`config.mk`:
```
export PLATFORM = sky130hd
export DESIGN_NAME = uart_frame_scheduler
export DESIGN_NICKNAME = d
export VERILOG_FILES = /design/src/rtl/uart_frame_scheduler.sv
export SDC_FILE = /design/constraint.sdc
export NUM_CORES = 1
export LEC_CHECK = 0
export CORE_MARGIN = 2
export CORE_UTILIZATION = 58
export CTS_BUF_LIST = sky130_fd_sc_hd__clkbuf_8
export CTS_CLUSTER_DIAMETER = 150
export CTS_CLUSTER_SIZE = 40
export DETAILED_ROUTE_END_ITERATION = 16
export PLACE_DENSITY = 0.88
export SYNTH_ARGS = -nofsm -noshare
export SYNTH_HDL_FRONTEND = slang
export SYNTH_SLANG_ARGS = --single-unit
```
`constraint.sdc`:
```
create_clock -name clk_in -period 12.4 [get_ports clk_in]
set_input_delay 2.48 -clock clk_in [delete_from_list [all_inputs] [get_ports clk_in]]
set_output_delay 2.48 -clock clk_in [all_outputs]
set_load 0.02 [all_outputs]
```
`src/rtl/uart_frame_scheduler.sv`:
```
// Serializes one framed packet per TDM sample set into a single shared UART
// transmitter: sync byte, then each slot's sample MSB byte first.
module uart_frame_scheduler #(
  parameter int         SLOTS            = 2,
  parameter int         BYTES_PER_SAMPLE = 3,
  parameter logic [7:0] SYNC_BYTE        = 8'hA5,
  parameter int         BUSY_GUARD       = 2
) (
  input  logic        clk_in,
  input  logic        rst_in,
  input  logic        enable_in,
  input  logic        sample_valid_in,
  input  logic [23:0] audio_in1,
  input  logic [23:0] audio_in2,
  input  logic [23:0] audio_in3,
  input  logic [23:0] audio_in4,
  input  logic        uart_busy_in,
  output logic [7:0]  uart_data_out,
  output logic        uart_trigger_out,
  output logic        frame_active_out,
  output logic [15:0] overrun_count_out
);

  localparam int              FRAME_BYTES = 1 + SLOTS * BYTES_PER_SAMPLE;
  localparam logic [3:0]      LAST_IDX    = 4'(FRAME_BYTES - 1);
  localparam logic [3:0]      BPS         = 4'(BYTES_PER_SAMPLE);
  localparam int              GW          = (BUSY_GUARD < 2) ? 1 : $clog2(BUSY_GUARD + 1);
  localparam logic [GW-1:0]   GUARD_LOAD  = GW'(BUSY_GUARD);

  localparam logic [2:0] IDLE    = 3'd0;
  localparam logic [2:0] LOAD    = 3'd1;
  localparam logic [2:0] WAIT_TX = 3'd2;
  localparam logic [2:0] GUARD   = 3'd3;
  localparam logic [2:0] DONE    = 3'd4;

  logic [2:0]    state;
  logic [3:0]    byte_idx;
  logic [GW-1:0] guard_cnt;
  logic          prev_valid;
  logic [23:0]   samples [4];
  logic [23:0]   audio_all [4];
  logic [7:0]    data;
  logic          active;
  logic [15:0]   overrun_count;

  logic          sample_edge;
  logic [3:0]    rel_idx;
  logic [1:0]    slot_sel;
  logic [1:0]    byte_sel;
  logic [23:0]   slot_sample;
  logic [7:0]    next_byte;

  assign audio_all[0] = audio_in1;
  assign audio_all[1] = audio_in2;
  assign audio_all[2] = audio_in3;
  assign audio_all[3] = audio_in4;

  assign sample_edge = sample_valid_in & ~prev_valid;

  // Byte k>=1 of the frame is byte (k-1)%BPS of slot (k-1)/BPS; byte 0 is sync.
  always_comb begin
    rel_idx     = byte_idx - 4'd1;
    slot_sel    = 2'(rel_idx / BPS);
    byte_sel    = 2'(rel_idx % BPS);
    slot_sample = samples[slot_sel];
    case (byte_sel)
      2'd0:    next_byte = slot_sample[23:16];
      2'd1:    next_byte = slot_sample[15:8];
      default: next_byte = slot_sample[7:0];
    endcase
    if (byte_idx == 4'd0) next_byte = SYNC_BYTE;
  end

  always_ff @(posedge clk_in or posedge rst_in) begin
    if (rst_in) begin
      state         <= IDLE;
      byte_idx      <= 4'd0;
      guard_cnt     <= '0;
      prev_valid    <= 1'b0;
      data          <= 8'd0;
      active        <= 1'b0;
      overrun_count <= 16'd0;
      for (int i = 0; i < 4; i++) samples[i] <= 24'd0;
    end else begin
      prev_valid <= sample_valid_in;

      // Any new sample set arriving outside IDLE is dropped and counted.
      if (sample_edge && (state != IDLE) && (overrun_count != 16'hFFFF))
        overrun_count <= overrun_count + 16'd1;

      case (state)
        IDLE: begin
          if (sample_edge && enable_in) begin
            for (int i = 0; i < 4; i++) samples[i] <= audio_all[i];
            byte_idx <= 4'd0;
            active   <= 1'b1;
            state    <= LOAD;
          end
        end
        LOAD: begin
          data  <= next_byte;
          state <= WAIT_TX;
        end
        WAIT_TX: begin
          if (!uart_busy_in) begin
            guard_cnt <= GUARD_LOAD;
            state     <= GUARD;
          end
        end
        GUARD: begin
          // Busy is not trusted until the transmitter has had time to raise it.
          guard_cnt <= guard_cnt - GW'(1);
          if (guard_cnt <= GW'(1)) begin
            if (byte_idx == LAST_IDX) begin
              state <= DONE;
            end else begin
              byte_idx <= byte_idx + 4'd1;
              state    <= LOAD;
            end
          end
        end
        DONE: begin
          if (!uart_busy_in) begin
            active <= 1'b0;
            state  <= IDLE;
          end
        end
        default: state <= IDLE;
      endcase
    end
  end

  assign uart_trigger_out  = (state == WAIT_TX) && !uart_busy_in;
  assign uart_data_out     = data;
  assign frame_active_out  = active;
  assign overrun_count_out = overrun_count;

endmodule

```
* Word level (Yosys, flattened, before mapping)
Index checks and enable logic that the tools add are counted.
** Storage, ports and cells
- Register bits :: 131
- Input bits :: 101
- Output and inout port bits :: 26
- Word-level logic and storage cells :: 71
** Cells by class
- Add/subtract/negate cells :: 4
- Divide/modulo/power cells :: 2
- Magnitude comparators :: 2
- Equality and inequality tests :: 12
- Mux-type cells :: 20
- Bitwise gates (word level) :: 3
- Reduce and logical (&&, ||, !) cells :: 17
** Operators by type and width (number)
- $bmux 24 s2 :: 1
- $mux 24 :: 2
- $add 16x1->16 const B :: 1
- $ne 16x16->1 const B :: 1
- $pmux 8 s2 :: 1
- $mux 3 :: 5
- $pmux 3 s5 :: 1
- $mux 4 :: 3
- $ne 2x2->1 const B :: 5
- $mux 8 :: 1
- $pmux 4 s2 :: 1
- $reduce_and 4->1 :: 2
- $eq 3x2->1 const B :: 2
- $reduce_bool 2->1 :: 3
- $add 4x1->4 const B :: 1
- $div 4x2->4 const B :: 1
- $eq 4x3->1 const B :: 1
- $logic_and 1x1->1 :: 4
- $logic_not 4->1 :: 1
- $mod 4x2->4 const B :: 1
- $pmux 2 s2 :: 1
- $reduce_and 2->1 :: 2
- $sub 4x1->4 const B :: 1
- $eq 3x1->1 const B :: 1
- other kinds (16) :: 17

* Longest topological paths before layout
- Depth after elaboration :: 8
- Depth in mapped cells :: 23

* Worst setup path before layout
OpenSTA, ideal clock, no wires.
- Path kind :: input-to-output
- Start :: input port uart_busy_in
- End :: output port uart_trigger_out
- Data arrival time :: 2.965 ns
- Data required time :: 9.920 ns
- Setup slack :: 6.955 ns
- Stages on the path :: 1
- Cell sequence :: nor3_1
** Between the ends
- Cells in the longest elaborated chain, start to end :: 2
** Ends and longest elaborated chain
- start: declaration :: line 17 : input logic uart_busy_in,
- $logic_not 1->1 :: line 133 : assign uart_trigger_out = (state == WAIT_TX) && !uart_busy_in;
- $logic_and 1x1->1 :: line 133
- end: declaration :: line 19 : output logic uart_trigger_out,
Every way passes these cells.

* Worst setup path after layout
Ends and elaborated chain as after synthesis.

==> summary.txt <==
outcome: finished, final reports clean
most frequent CP cell: clkdlybuf4s50_1
post-synthesis cell count: 550
synth unique cells: 55
CP endpoint kind: output pin
Crit Path Category: input pin to output pin
max_cap viols: 0
hold crit path type: flip-flop to flip-flop
total CTS buffers: 17
sequential area share after synthesis: 50.65%
die footprint: 12,020 sq um
drt first pass iters: 6
Skew-Pair Late Insertion Delay: 440 ps
Critical Path AT: 3810 ps
post-CTS resize count: 0
Cell Area, Synth: 6472 sq um
clock skew: 9.487 ps
Max VDD drop: 0.1717 mV
total global routing overflow: 0
Leak: 3.477 nW
Die Ht: 109.6 microns
IO Port Bufs: 126
Crit-path slowest cell: clkdlybuf4s50_1
total setup buffers inserted after CTS: 0
vias in the first global route: 5,176
DRC: 0
site row count: 38
P per Cell Area: 274.5 nW/um^2
fin. max-slew vios: 0
maximum clock rate: 0.1590 GHz
final count of negative-setup-slack endpoints: 0
max incr delay on CP: 630 ps
die width: 109.6 microns
vias: 4,986
Core Box Area: 10,890 sq um
period utilization: 50.73%
Worst Path Max Fanout: 5
Hold Buf Count CTS: 0
worst-margin pin slew: 1234 ps
setup TNS: 0 ps
wire per inst: 18.54 microns
CTS H-Tree Depth: 4
Starting DRT DRC Count: 335
Core Util, Final: 75.25%
Fin. Hold Viols: 0
Tot Pwr: 0.002249 W
predominant post-synthesis flop cell: dfrtp_1
initial antenna violation count: 0
Placer Congestion: 0.8958
DR vias/cell: 6.066
RSZ-0062 raised after global routing: false
post-synthesis average cell area: 11.77 sq um
critical path required time: 9920 ps
Final nets: 780
Critical Path Source Type: input pin
IO Pins: 127
Routed WL: 15,240 microns
WP buf/inv: 2
Net Count, Synth: 660
largest net degree at the start of global routing: 74
Initial Utilization: 59.45%
first-pass GRT wire length: 24,800 microns
n_diodes: 0
Post-synth EDFFs: 0
final setup margin: 6109 ps
Final min period: 6291 ps
CTS max path bufs: 2
crit path cell chain: clkdlybuf4s50_1, nor3_1, clkdlybuf4s50_1
Global Route Usage Sum: 27.33%
pre-CTS setup slack: 6116 ps
CTS Root Cell: clkbuf_8
CTS tree: yes
Sink Count: 131
share of layout cells above drive strength 1: 21.26%
synth warn: 0
Post-DRT Antenna Nets: 0
FILL cells: 736
Crit path max-delay family: buffers and inverters
area delta synth->final: 26.58%
Async SR Flop Fraction: 100.0%
synthesis-stage register bit count: 131
Reg clk slew, reported paths: 70 ps
Slew HR: 17.19%
Final HPWL DP: 10,910 microns
[registers in the layout (all words and copies together), names as in the netlist]
register	cells
byte_idx	4
frame_active_out	1
guard_cnt	2
overrun_count_out	16
prev_valid	1
samples	96
state	3
uart_data_out	8
[cell families (layout without fill, tap and decap cells)]
logic type	count (synthesis)	count (layout)	share of synthesized area (%)
multiplexers	117	117	21.57
AO/OA/AOI/OAI	93	93	10.32
flip-flops	131	131	50.65
AND/OR/NAND/NOR	139	139	10.48
buffers and inverters	42	174	2.668
adder cells (fa/ha/maj)	9	9	1.740
XOR/XNOR	19	19	2.571
[layer usage]
| metal | routed length, microns | GRT usage, % |
|---|---|---|
| met2 | 7673 | 45.55 |
| met3 | 955 | 6.639 |
| met5 | 0 | 0 |
| met1 | 6253 | 34.49 |
| met4 | 360 | 10.85 |
[power by group]
| part | internal [W] | leakage, nW | switching (W) |
|---|---|---|---|
| registers | 0.000606 | 1.61 | 0.000124 |
| logic | 0.000522 | 1.66 | 0.000657 |
| clock network | 0.000179 | 0.198 | 0.000159 |
| total | 0.00131 | 3.48 | 0.000941 |
[cell type report]
class,instances,area [sq um],share of cell area (%)
timing repair buffer,130,1291,15.76
tap,140,175.2,2.138
clock inverter,13,120.1,1.466
inverter,13,51.30,0.6261
multi-input combinational,377,3029,36.97
sequential,131,3278,40.01
clock buffer,18,247.7,3.024
[Yosys cell counts (8+ instances only)]
master,n,area (sq um)
a21oi_1,22,110.1
a2bb2oi_1,12,105.1
buf_2,9,45.04
clkbuf_1,18,67.56
dfrtp_1,131,3278
ha_1,9,112.6
inv_1,13,48.80
mux2_2,97,1092
mux2i_1,12,120.1
nand2_1,45,168.9
nand3_1,13,65.06
nand4_1,8,50.05
nor2_1,30,112.6
nor3_1,10,50.05
o21ai_0,15,75.07
xnor2_1,10,87.58
xor2_1,9,78.83
[placed cells by master (no fill, tap or decap), types with 6 or more instances in the layout]
cell type,n
nand3_1,13
mux4_2,7
xnor2_1,10
nand2_1,45
mux2i_1,12
nor2_1,29
a21oi_1,22
o21ai_0,15
clkdlybuf4s50_1,126
nor3_1,10
inv_1,15
ha_1,9
a2bb2oi_1,12
clkbuf_8,18
xor2_1,9
mux2_2,97
nand4_1,8
dfrtp_1,131
a31oi_1,6
[metrics by stage]
stage | cell area (sq um) | hold WS [ps] | std cells
floorplan | 6472 | 456.9 | 550
global placement | 7825 | 464.8 | 791
detailed placement | 7825 | 489.2 | 791
CTS | 8193 | 505.4 | 822
global route | 8193 | 520.2 | 822
finish | 8193 | 499.5 | 822
[final timing paths]
path	start	endpoint	slack, ps	cells after the start
worst max-delay path	uart_busy_in	uart_trigger_out	6110	3
worst min-delay path	guard_cnt[0]	guard_cnt[0]	500	1
worst max register to register	byte_idx[0]	uart_data_out[7]	6430	17
worst min register to register	guard_cnt[0]	guard_cnt[0]	500	1
max in group asynchronous	rst_in	samples[28]	8510	3
min in group asynchronous	rst_in	samples[90]	2500	2
(Power assumes the default switching activity.)
